`config.mk`:
```
export PLATFORM = sky130hd
export DESIGN_NAME = mul_err_stats
export DESIGN_NICKNAME = d
export VERILOG_FILES = /design/src/rtl/mul_err_stats.sv
export SDC_FILE = /design/constraint.sdc
export NUM_CORES = 1
export LEC_CHECK = 0
export ABC_AREA = 1
export CAP_MARGIN = 20
export CORE_UTILIZATION = 38
export CTS_BUF_LIST = sky130_fd_sc_hd__clkbuf_4
export CTS_CLUSTER_SIZE = 25
export DETAILED_ROUTE_END_ITERATION = 8
export SLEW_MARGIN = 20
export SYNTH_ARGS = -nofsm -noshare
export SYNTH_HDL_FRONTEND = slang
export SYNTH_SLANG_ARGS = --single-unit
```
`constraint.sdc`:
```
create_clock -name clk -period 4.2 [get_ports clk]
set_clock_uncertainty 0.2 [all_clocks]
set_input_delay 0.84 -clock clk [delete_from_list [all_inputs] [get_ports clk]]
set_output_delay 0.84 -clock clk [all_outputs]
set_load 0.05 [all_outputs]
```
`src/rtl/mul_err_stats.sv`:
```
// mul_err_stats: accumulates error statistics of an approximate multiplier against the exact product.
module mul_err_stats #(
   parameter int W_IN  = 8,
   parameter int CNT_W = 16,
   parameter int ACC_W = 40
) (
   input  logic                 clk,
   input  logic                 rst_n,
   input  logic                 start,
   input  logic [CNT_W-1:0]     n_samples,
   input  logic                 in_valid,
   output logic                 in_ready,
   input  logic [W_IN-1:0]      a,
   input  logic [W_IN-1:0]      b,
   input  logic [2*W_IN-1:0]    apprx,
   output logic                 busy,
   output logic                 done,
   output logic [CNT_W-1:0]     sample_cnt,
   output logic [CNT_W-1:0]     err_cnt,
   output logic [ACC_W-1:0]     sum_abs_ed,
   output logic [ACC_W-1:0]     sum_ed,
   output logic [2*W_IN-1:0]    max_abs_ed
);
   localparam int PW = 2*W_IN;
   localparam logic [1:0] IDLE = 2'd0, RUN = 2'd1, DRAIN = 2'd2, DONE = 2'd3;
   logic [1:0]        state;
   logic [CNT_W-1:0]  target, acc_cnt;
   logic              s1_v, accept, start_ok, ed_ovf;
   logic [PW-1:0]     s1_exact, s1_apprx, abs_d;
   logic signed [PW:0] diff;
   logic [ACC_W:0]    abs_sum, ed_sum;
   assign in_ready = state == RUN && acc_cnt < target;
   assign accept   = in_valid && in_ready;
   assign start_ok = start && (state == IDLE || state == DONE);
   assign busy     = state == RUN || state == DRAIN;
   assign done     = state == DONE;
   // Sums are formed one bit wider so overflow is visible before clamping.
   always_comb begin
      diff    = $signed({1'b0, s1_exact}) - $signed({1'b0, s1_apprx});
      abs_d   = PW'(diff[PW] ? -diff : diff);
      abs_sum = {1'b0, sum_abs_ed} + {{(ACC_W+1-PW){1'b0}}, abs_d};
      ed_sum  = {sum_ed[ACC_W-1], sum_ed} + {{(ACC_W-PW){diff[PW]}}, diff};
      ed_ovf  = ed_sum[ACC_W] ^ ed_sum[ACC_W-1];
   end
   always_ff @(posedge clk or negedge rst_n) begin
      if (!rst_n) begin
         state      <= IDLE;
         target     <= '0;
         acc_cnt    <= '0;
         s1_v       <= 1'b0;
         s1_exact   <= '0;
         s1_apprx   <= '0;
         sample_cnt <= '0;
         err_cnt    <= '0;
         sum_abs_ed <= '0;
         sum_ed     <= '0;
         max_abs_ed <= '0;
      end else begin
         s1_v <= accept;
         if (accept) begin
            s1_exact <= PW'(a) * PW'(b);
            s1_apprx <= apprx;
         end
         if (start_ok) begin
            target     <= n_samples;
            acc_cnt    <= '0;
            state      <= n_samples != '0 ? RUN : DONE;
            sample_cnt <= '0;
            err_cnt    <= '0;
            sum_abs_ed <= '0;
            sum_ed     <= '0;
            max_abs_ed <= '0;
         end else begin
            if (accept) acc_cnt <= acc_cnt + 1'b1;
            if (accept && acc_cnt + 1'b1 == target) state <= DRAIN;
            if (state == DRAIN && !s1_v) state <= DONE;
            if (s1_v) begin
               sample_cnt <= sample_cnt + 1'b1;
               err_cnt    <= err_cnt + CNT_W'(diff != '0);
               sum_abs_ed <= abs_sum[ACC_W] ? '1 : abs_sum[ACC_W-1:0];
               sum_ed     <= ed_ovf ? {ed_sum[ACC_W], {(ACC_W-1){~ed_sum[ACC_W]}}} : ed_sum[ACC_W-1:0];
               max_abs_ed <= abs_d > max_abs_ed ? abs_d : max_abs_ed;
            end
         end
      end
   end
endmodule

```
**After elaboration in Yosys (flattened, before gate mapping)**

Cells that the tools add are included.

- $add $sub $neg: 7
- Multiply operators: 1
- $lt $le $gt $ge: 2
- Equality and inequality tests: 4
- Muxes and demuxes: 20
- Bitwise operators: 2
- Reductions and logical operators: 16

Operators with widths:

| cell | number |
|---|---|
| 40-bit two-way mux | 6 |
| 16-bit two-way mux | 10 |
| 40-bit by 16-bit adder with 41-bit output | 1 |
| 40-bit by 17-bit adder with 41-bit output | 1 |
| 16-bit by 1-bit adder with 16-bit output (second input constant) | 2 |
| 17-bit nonzero test | 1 |
| 16-bit by 16-bit subtractor with 17-bit output | 1 |
| 16-bit by 1-bit adder with 16-bit output | 1 |
| 16-bit == test | 1 |
| 16-bit > comparator | 1 |
| 16-bit < comparator | 1 |
| 8-bit by 8-bit multiplier with 16-bit output | 1 |
| 16-bit negator | 1 |
| 16-bit nonzero test | 1 |
| 2-bit two-way mux | 4 |
| 2-bit nonzero test | 3 |
| 1-bit logical AND | 5 |
| 2-bit == test (second input constant) | 2 |
| 3-bit nonzero test | 1 |
| 2-bit by 1-bit == test with 1-bit output (second input constant) | 1 |
| 2-bit logical NOT | 1 |
| 1-bit logical OR | 2 |
| 2-bit AND reduction | 1 |
| 1-bit logical NOT | 1 |
| 2 further kinds | 2 |

- Register bits after elaboration: 195
- Output and inout bits: 131

**Longest topological paths before layout**

Gate-level depths: netlist of the first run.

- Depth after elaboration: 7
- Gate-level depth with buffers: 32

**Worst setup path after synthesis of the first run**

No wires, ideal clock.

- Path type: input -> register
- Start point: input port a[1]
- End point: register s1_exact[13]
- Library setup time: 65 ps
- Arrival time: 4688 ps
- Slack: -754 ps
- Stages: 21
- Path buffers: 1
- Cell sequence: clkbuf_1 -> nand2_1 -> inv_1 -> fa_1 -> fa_1 -> inv_1 -> fa_1 -> fa_1 -> inv_1 -> ha_1 -> nand2_1 -> o21ai_0 -> a21oi_1 -> o21ai_0 -> nand2_1 -> nand2_1 -> nand2_1 -> nand2_1 -> xor2_1 -> nand2_1 -> nand2_1

- Longest elaborated chain between the ends: 1

RTL lines:

| item | line | RTL |
|---|---|---|
| start: declaration | 13 | `input logic [W_IN-1:0] a,` |
| 8-bit by 8-bit multiplier with 16-bit output | 61 | `s1_exact <= PW'(a) * PW'(b);` |
| end signal: assignment | 61 |  |
| end: declaration | 29 | `logic [PW-1:0] s1_exact, s1_apprx, abs_d;` |

No other way between the ends.
A chain may end at the register's enable or synchronous reset.

**Worst setup path after layout of the first run**

- Start point: register s1_apprx[0]
- End point: register max_abs_ed[3]

- Longest elaborated chain between the ends: 6
- Elaborated cells between the ends (all ways): 9
- Classes of those cells: add/sub (2); order compare (1); mux (4); reduce/logical (2)

RTL lines:

| item | line | RTL |
|---|---|---|
| start: declaration | 29 |  |
| start signal: assignment | 62 | `s1_apprx <= apprx;` |
| 16-bit by 16-bit subtractor with 17-bit output (*) | 39 | `diff = $signed({1'b0, s1_exact}) - $signed({1'b0, s1_apprx});` |
| 16-bit negator | 40 | `abs_d = PW'(diff[PW] ? -diff : diff);` |
| 16-bit two-way mux (*) | 40 |  |
| 16-bit > comparator or 16-bit two-way mux (tied branches) | 82 | `max_abs_ed <= abs_d > max_abs_ed ? abs_d : max_abs_ed;` |
| 2-bit nonzero test (no source line) or 16-bit two-way mux (tied branches) | n/a |  |
| 2-bit AND reduction (no source line) or 16-bit two-way mux (tied branches) | n/a |  |
| end signal: assignment | 82 |  |
| end: declaration | 22 | `output logic [2*W_IN-1:0] max_abs_ed` |

Every way passes the cells marked *; elsewhere a longest branch is shown, timed or not. The select of a mux whose other input is x is not followed.

==> out/qor.yml, run 1 <==
cts_tree: "done"
track_usage_pct: 24.6
crit_type: "reg2reg"
rrSetupSlack_ns: -0.11
rsz0062_at_grt: "yes"
fmax_ghz: 0.232
fill_cells: 4396
overflow: 0
slowest_delay_ns: 0.62
start_util_pct: 38.6
cts.path.max_buffers: 2
crit_arrival_ns: 4.82
die_w_um: 217
die_h_um: 217
start_kind: "flop"
violations: "setup timing"
nNetsFinal: 3355
antenna_left: 0
crit_fanout: 8
antenna_found_initial: 2
crit_required_ns: 4.71
core_sq_um: 45500
die-area_sq_um: 47100
final_cell_mix: "719 x nand2_1, 374 x inv_1, 323 x buf_4"
final_util_pct: 55.8
grt_use_met3_pct: 4.26
stdcell_area_sq_um: 25400
io_buffers: 182
postSynthNetCount: 2845
rows: 78
drt_iter0_drc: 1382
wl_per_cell_um: 16.4
layout_setup_ws_ns: -0.111
synthArstFlopShare_pct: 100
cts_htree_levels: 4
hold_start: "err_cnt[15]$_DFFE_PN0P_"
critPathMostFrequentCell: "nand2_1"
area_growth_pct: 44.7
seqCellArea_sq_um: 4880
slowest_stage: "fa_2"
multi_input_area_sq_um: 12900
clock_latency_ns: 0.79
r2r_cells: 25
dp_hpwl_um: 44900
viasPerCell: 5.03
setup-tns-final_ns: -1.39
status: "complete, but fails checks"
drc: 0
io_pins: 183
setup_viol: 16
pre_cts_ws_ns: -1.01
place_congestion: 0.963
slew_headroom_pct: 42.6
grt_pass1_vias: 17600
grt_first_pass_wirelength_um: 92000
cts-root-buf: "clkbuf_4"
cts_buffers: 17
layout_commonest_cell: "nand2_1"
hold_path_class: "reg2reg"
synth-seq-area-share_pct: 27.8
ys_types: 48
period_needed_ns: 4.31
grt_use_met1_pct: 33.3
tightestPinTransition_ns: 0.861
ys_seq_elements: 195
grt_max_degree: 81
syn_area_sq_um: 17600
r2r_end: "max_abs_ed[3]$_DFFE_PN0P_"
fin_crit_sh_pct: 103
use_met2_pct: 40.6
synth.avg_cell_area_sq_um: 6.74
clk_pin_slew_ns: 0.18
finalMaxSlewViolations: 0
rr_startpoint: "s1_apprx[0]$_DFFE_PN0P_"
num_vias: 18800
tritoncts_num_sinks: 195
ys_warn_count: 0
hold_viol: 0
drt-total-wl_um: 61300
synth_edf_count: 0
synth_ff_type: "dfrtp_1"
drive_gt1_share_pct: 26.1
maxCapViolCount: 0
syn_inst: 2604
whs_path_depth: 1
drtPass1Iterations: 5
grt.busiest_layer: "met2"
place_area_sq_um: 22400
min_to: "err_cnt[15]$_DFFE_PN0P_"
worstSetupEndpointType: "flop"
-- cell families (layout without fill, tap and decap cells) --
group	Yosys count	count (layout)	share of synthesized area, %
XOR/XNOR	68	68	3.63
other	0	5	0
AND/OR/NAND/NOR	1322	1323	31.7
adder cells (fa/ha/maj)	189	189	15.1
buffers and inverters	460	982	10.3
flip-flops	195	195	27.8
AO/OA/AOI/OAI	370	370	11.4
-- area by class of cell --
| class | instances | share of cell area (%) |
|---|---|---|
| sequential | 195 | 19.2 |
| multi-input combinational | 1950 | 50.7 |
| inverter | 394 | 5.95 |
| tap | 600 | 2.96 |
| antenna | 5 | 0.0493 |
| timing repair buffer | 554 | 19.9 |
| clock buffer | 18 | 0.532 |
| clock inverter | 14 | 0.571 |
| timing repair inverter | 2 | 0.0887 |
-- synthesized netlist by cell type, drive strengths merged (6+ instances only) --
| master | n | share of area [%] |
|---|---|---|
| a21o | 8 | 0.34 |
| fa | 39 | 4.4 |
| nand3 | 176 | 5.4 |
| nor3 | 37 | 1.1 |
| a31oi | 8 | 0.29 |
| nand4 | 38 | 1.4 |
| buf | 16 | 0.78 |
| dfrtp | 195 | 28 |
| or2 | 8 | 0.29 |
| o21ai | 168 | 4.8 |
| a21oi | 138 | 4.0 |
| ha | 150 | 11 |
| clkbuf | 50 | 1.1 |
| nand3b | 6 | 0.26 |
| o21a | 10 | 0.43 |
| nand2 | 865 | 19 |
| xnor2 | 30 | 1.5 |
| nor4 | 8 | 0.29 |
| xor2 | 35 | 1.7 |
| o22ai | 13 | 0.46 |
| nor2 | 176 | 3.9 |
| inv | 393 | 8.4 |
-- how the worst max path moves through the flow --
stage               slack, ns  depth (start not counted)               startpoint                    endpoint
CTS                     -0.09                         26  s1_apprx[0]$_DFFE_PN0P_   max_abs_ed[3]$_DFFE_PN0P_
finish                  -0.11                         25  s1_apprx[0]$_DFFE_PN0P_   max_abs_ed[3]$_DFFE_PN0P_
global placement        -0.96                         16                     a[3]    s1_exact[12]$_DFFE_PN0P_
global route            -0.33                         25  s1_apprx[0]$_DFFE_PN0P_  max_abs_ed[11]$_DFFE_PN0P_
detailed placement      -1.01                         16                     a[3]    s1_exact[12]$_DFFE_PN0P_
floorplan               -0.29                         21                     b[2]    s1_exact[13]$_DFFE_PN0P_
-- critical path: cells and delay by family, from the launching register on --
kind / cells / cell delay, ns
simple gates: 15 / 1.74
compound gates: 2 / 0.32
flops: 1 / 0.41
buf+inv: 4 / 0.32
fa+ha+maj: 4 / 1.24
-- through the flow --
step	hold WS, ns	cells
finish	0.284	3732
CTS	0.290	3697
global route	0.322	3732
floorplan	0.246	2604
detailed placement	0.269	3630
global placement	0.252	3630
-- registers in the layout, summed over array words and instances (netlist names) --
name / count
target: 16
max_abs_ed: 16
err_cnt: 16
sum_ed: 40
s1_exact: 16
s1_v: 1
s1_apprx: 16
state: 2
acc_cnt: 16
sample_cnt: 16
sum_abs_ed: 40
-- routing by layer --
metal	routed length, um	share of wire, %	up-vias
met1	28100	46	8905
met2	29000	47	422
met4	1270	2.1	0
li1	-	-	9375
met3	2860	4.7	69
met5	0	0	-
-- repair_timing --
action | 4_1_cts | 5_1_grt
hold endpoints to repair | 77 | 0
resized for setup | 161 | 386
setup buffers | 32 | 16
setup endpoints to repair | 106 | 109
hold buffers | 1 | 0
cloned | 2 | 16
pin swaps | 59 | 129
Power of run 1 is not shown: default switching activity piles up to over one toggle a cycle in this logic, so the estimate is an artifact.
==> run 2: changes to the inputs <==
- TNS_END_PERCENT: default -> 30
- clock period: 4.2 -> 4.97 ns (I/O delays scaled with it)
==> run 2 against run 1 <==
The run now ends clean. Register-to-register slack improved by 0.42 ns. Worst hold slack improved by 0.013 ns. Global-route usage fell by 1.2 points. Cell area fell by 18%. Cell count fell by 8.3%. Sequential share of layout area rose by 4.4 points. Non-clock buffer count fell by 306. Utilization fell by 10 points. Highest routed layer unchanged.
==> out/qor.yml, run 2 (synthesis results as in run 1) <==
pre_cts_ws_ns: -0.489
drt-total-wl_um: 53800
grt_first_pass_wirelength_um: 87300
rows: 78
rrSetupSlack_ns: 0.31
crit_start: "b[3]"
period_needed_ns: 4.71
overflow: 0
place_area_sq_um: 20300
reg.largest.list: "sum_abs_ed: 40 flops, sum_ed: 40 flops"
dp_hpwl_um: 42500
cp_top_family: "adder cells"
layout_commonest_cell: "nand2_1"
setup_viol: 0
die_h_um: 217
io_buffers: 182
die_w_um: 217
path_cells: "clkdlybuf4s50_1 > nand2_1 > inv_1 > fa_1 > fa_1 > inv_1 > fa_1 > fa_1 > inv_1 > ha_1 > nand2_1 > o21ai_1 > a21oi_1 > o21ai_1 > nand2_1 > nand2_1 > nand2_1 > nand2_1 > xor2_1 > nand2_1 > nand2_1"
critPathBufInv: 4
met3WireLength_um: 3160
met2_length_um: 24500
worstSetupPathDepth: 21
grt_max_degree: 84
fin_crit_sh_pct: 94.7
clock_latency_ns: 0.76
drc: 0
viasPerCell: 5.08
tightestPinTransition_ns: 0.779
place_congestion: 0.940
antenna_left: 0
rsz0062_at_grt: "no"
crit_arrival_ns: 5.20
area_growth_pct: 18.0
io_pins: 183
nNetsFinal: 3047
cts_buffers: 17
num_vias: 17400
crit_type: "in2reg"
rr_startpoint: "s1_apprx[0]$_DFFE_PN0P_"
wl_per_cell_um: 15.7
cts_htree_levels: 4
core_sq_um: 45500
start_kind: "input pin"
fmax_ghz: 0.212
drive_gt1_share_pct: 5.86
grt_pass1_vias: 16700
route.layer.met1.wl_um: 25100
cts_tree: "done"
slowest_delay_ns: 0.55
status: "completed"
r2r_end: "sum_abs_ed[32]$_DFFE_PN0P_"
hold_viol: 0
tritoncts_num_sinks: 195
slew_headroom_pct: 48.0
drtPass1Iterations: 8
worstSetupEndpointType: "flop"
track_usage_pct: 23.4
stdcell_area_sq_um: 20700
final_cell_mix: "841 x nand2_1, 390 x inv_1, 195 x dfrtp_1"
start_util_pct: 38.6
crit_fanout: 7
maxCapViolCount: 0
cts.path.max_buffers: 2
layout_setup_ws_ns: 0.263
slowest_stage: "clkdlybuf4s50_1"
die-area_sq_um: 47100
crit_required_ns: 5.47
drt_iter0_drc: 1159
finalMaxSlewViolations: 0
antenna_found_initial: 2
r2r_cells: 25
clk_pin_slew_ns: 0.19
hold_path_class: "reg2reg"
worstSetupEndpoint: "s1_exact[13]$_DFFE_PN0P_"
cts-root-buf: "clkbuf_4"
critPathMostFrequentCell: "nand2_1"
top_layer_used: "met4"
[run 2: layout make-up]
cell class	instances	area (sq um)
antenna	3	7.51
clock buffer	18	135
clock inverter	13	141
fill	4799	24800
inverter	394	1480
multi-input combinational	1949	10900
sequential	195	4880
tap	600	751
timing repair buffer	248	2390
timing repair inverter	1	5.00
[run 2: through the flow]
| stage | util [%] | hold slack [ns] | TNS [ns] | instances |
|---|---|---|---|---|
| after floorplan | - | 0.246 | 0 | 2604 |
| after global placement | 44.7 | 0.250 | -3.08 | 3380 |
| after global routing | 45.5 | 0.319 | 0 | 3421 |
| after CTS | 45.3 | 0.295 | 0 | 3412 |
| after detailed placement | 44.7 | 0.270 | -3.31 | 3380 |
| final | 45.5 | 0.297 | 0 | 3421 |
[run 2: routing by layer]
| metal | vias to the layer above | track usage, % |
|---|---|---|
| met5 | - | 0 |
| met2 | 457 | 37.8 |
| met3 | 59 | 4.00 |
| met4 | 0 | 7.11 |
| li1 | 8750 | - |
| met1 | 8121 | 31.8 |
[run 2: worst min path at each step]
stage | end | slack, ns | depth (start not counted) | start
floorplan | s1_apprx[0]$_DFFE_PN0P_ | 0.25 | 2 | s1_apprx[0]$_DFFE_PN0P_
global placement | err_cnt[15]$_DFFE_PN0P_ | 0.25 | 1 | err_cnt[15]$_DFFE_PN0P_
detailed placement | sample_cnt[15]$_DFFE_PN0P_ | 0.27 | 1 | sample_cnt[15]$_DFFE_PN0P_
CTS | sample_cnt[15]$_DFFE_PN0P_ | 0.29 | 1 | sample_cnt[15]$_DFFE_PN0P_
global route | sample_cnt[15]$_DFFE_PN0P_ | 0.32 | 1 | sample_cnt[15]$_DFFE_PN0P_
finish | sample_cnt[15]$_DFFE_PN0P_ | 0.30 | 1 | sample_cnt[15]$_DFFE_PN0P_
[run 2: what timing repair did]
| item | CTS | global route |
|---|---|---|
| setup endpoints to repair | 0 | 94 |
| buffers inserted | 0 | 5 |
| resized for setup | 0 | 19 |
| hold buffers | 1 | 0 |
| endpoints found under the hold margin | 5 | 0 |
Power of run 2 is left out for the same reason.
==> run 3: changes to the inputs <==
- ABC_AREA: 1 -> default
==> run 3 against run 2 <==
The flow now finishes with violations (setup timing). Via count decreased by 17%. Synthesized cell count down 31%. Critical path type is now reg2reg. Area after synthesis is 11% lower. Wire length fell by 14%. Maximum frequency is 6.0% lower. Cell count down 20%.
==> out/qor.yml, run 3 <==
syn_area_sq_um: 15700
synth_simple_gate_area_share_pct: 17.1
drive_gt1_share_pct: 21.0
place_congestion: 0.888
antenna_found_initial: 1
path_cells: "ha_4 > fa_2 > nor2b_1 > o21a_1 > o2111a_2 > nor4_4 > o31ai_2 > a31o_2 > inv_4 > buf_12 > buf_4 > ha_4 > buf_6 > nand4_1 > or3_4 > a211o_4 > and3_4 > a211oi_4 > and3_4 > clkbuf_16 > a221o_1"
setup_viol: 15
ys_types: 84
cts_hold_buf: 0
period_needed_ns: 5.01
synth_ff_type: "dfrtp_1"
crit_fanout: 11
slowest_delay_ns: 0.45
cts_tree: "done"
place_area_sq_um: 19900
synth_top_family_by_area: "compound AO/OA/AOI/OAI gates"
clock_latency_ns: 0.66
hold_path_class: "in2async"
cts.path.max_buffers: 2
hold_viol: 0
cts-root-buf: "clkbuf_4"
cts_htree_levels: 4
dp_hpwl_um: 35200
wl_per_cell_um: 16.8
critPathBufInv: 5
synth.most_common_cell: "dfrtp_1"
stdcell_area_sq_um: 21300
synth_common_cells: "195 x dfrtp_1, 176 x nand2_1, 150 x ha_1"
status: "complete, but fails checks"
drtPass1Iterations: 5
violations: "setup timing"
die_w_um: 205
grt_max_degree: 93
tightestPinTransition_ns: 0.845
slew_headroom_pct: 43.7
synth-compound-area-share_pct: 19.8
drt-total-wl_um: 46300
synth-seq-area-share_pct: 31.2
finalMaxSlewViolations: 0
track_usage_pct: 22.2
layout_commonest_cell: "buf_4"
die_h_um: 205
crit_required_ns: 5.37
yosys-top-cells-area: "dfrtp_1 31%, ha_1 12%, xnor2_1 5.1%, fa_1 5.0%, nand2_1 4.2%"
final_cell_mix: "267 x buf_4, 194 x dfrtp_1, 176 x clkdlybuf4s50_1"
reg.largest.list: "sum_abs_ed: 40 flops, sum_ed: 40 flops"
muxShareOfSynthArea_pct: 0.959
synth_edf_count: 0
synth.avg_cell_area_sq_um: 8.76
worstSetupPathDepth: 21
start_util_pct: 39.0
die-area_sq_um: 42000
slowest_stage: "dfrtp_1"
clk_pin_slew_ns: 0.18
grt_pass1_vias: 14400
syn_inst: 1787
fmax_ghz: 0.200
layout_setup_ws_ns: -0.0382
synth_fa_ha_area_share_pct: 17.0
synthArstFlopShare_pct: 100
synth_area_leader_cell: "dfrtp_1"
num_vias: 14400
rsz0062_at_grt: "yes"
core_sq_um: 40200
rows: 73
cts_buffers: 17
ys_warn_count: 0
r2r_cells: 21
crit_arrival_ns: 5.40
maxCapViolCount: 0
worstSetupEndpoint: "sum_ed[5]$_DFFE_PN0P_"
yosys.area.top_type_share_pct: 31.2
r2r_end: "sum_ed[5]$_DFFE_PN0P_"
seqCellArea_sq_um: 4880
rr_startpoint: "s1_apprx[0]$_DFFE_PN0P_"
nNetsFinal: 2449
grt_first_pass_wirelength_um: 74400
postSynthNetCount: 2028
crit_start: "s1_apprx[0]$_DFFE_PN0P_"
io_pins: 183
drt_iter0_drc: 713
crit_type: "reg2reg"
synth_xor_area_share_pct: 8.45
tritoncts_num_sinks: 195
antenna_left: 0
multi_input_area_sq_um: 10700
rrSetupSlack_ns: -0.04
overflow: 0
start_kind: "flop"
drc: 0
cp_top_family: "compound AO/OA/AOI/OAI gates"
viasPerCell: 5.23
worstSetupEndpointType: "flop"
fill_cells: 3706
area_growth_pct: 35.9
fin_crit_sh_pct: 101
ys_seq_elements: 195
io_buffers: 182
==> run 3: metrics by stage <==
step	TNS, ns	setup WS [ns]	instances	util, %	hold slack (ns)
after floorplan	-1.06	-0.0479	1787	-	0.250
after global placement	-17.21	-0.680	2692	49.6	0.267
after detailed placement	-20.08	-0.762	2692	49.6	0.275
after CTS	0	0.00191	2737	51.8	0.189
after global routing	-11.13	-0.246	2747	53.0	0.220
final	-0.278	-0.0382	2747	53.0	0.170
==> run 3: final cells by class <==
| type | instances | share of cell area [%] |
|---|---|---|
| clock inverter | 15 | 0.899 |
| sequential | 195 | 22.9 |
| clock buffer | 17 | 0.600 |
| multi-input combinational | 1373 | 50.1 |
| timing repair buffer | 471 | 19.7 |
| tap | 525 | 3.09 |
| antenna | 1 | 0.0118 |
| inverter | 150 | 2.66 |
==> run 3: timing repair <==
item	4_1_cts	5_1_grt
setup buffers	11	8
pin swaps	34	32
hold endpoints to repair	0	0
gates resized for setup	85	79
cloned	2	1
setup endpoints to repair	97	98
==> run 3: layer usage <==
metal / share of wire, % / vias to the layer above / track usage [%]
met1: 45 / 6972 / 28.7
met2: 49 / 237 / 38.1
li1: - / 7122 / -
met3: 4.2 / 39 / 3.85
met5: 0 / - / 0
met4: 1.8 / 0 / 6.03
==> run 3: worst min-delay path by stage <==
stage,startpoint,end,cells after the start
3_3_place_gp,s1_apprx[0]$_DFFE_PN0P_,s1_apprx[0]$_DFFE_PN0P_,2
3_5_place_dp,s1_apprx[0]$_DFFE_PN0P_,s1_apprx[0]$_DFFE_PN0P_,2
5_1_grt,rst_n,sample_cnt[14]$_DFFE_PN0P_,1
2_1_floorplan,s1_apprx[0]$_DFFE_PN0P_,s1_apprx[0]$_DFFE_PN0P_,2
6_report,rst_n,target[5]$_DFFE_PN0P_,1
4_1_cts,rst_n,target[5]$_DFFE_PN0P_,1
==> run 3: cell families (layout without fill, tap and decap cells) <==
| kind of cell | count (synthesis) | count (layout) |
|---|---|---|
| buffers and inverters | 219 | 653 |
| AND/OR/NAND/NOR | 557 | 557 |
| other | 0 | 1 |
| multiplexers | 15 | 15 |
| AO/OA/AOI/OAI | 463 | 463 |
| XOR/XNOR | 149 | 149 |
| adder cells (fa/ha/maj) | 189 | 189 |
| flip-flops | 195 | 195 |
Power of run 3 is left out for the same reason.
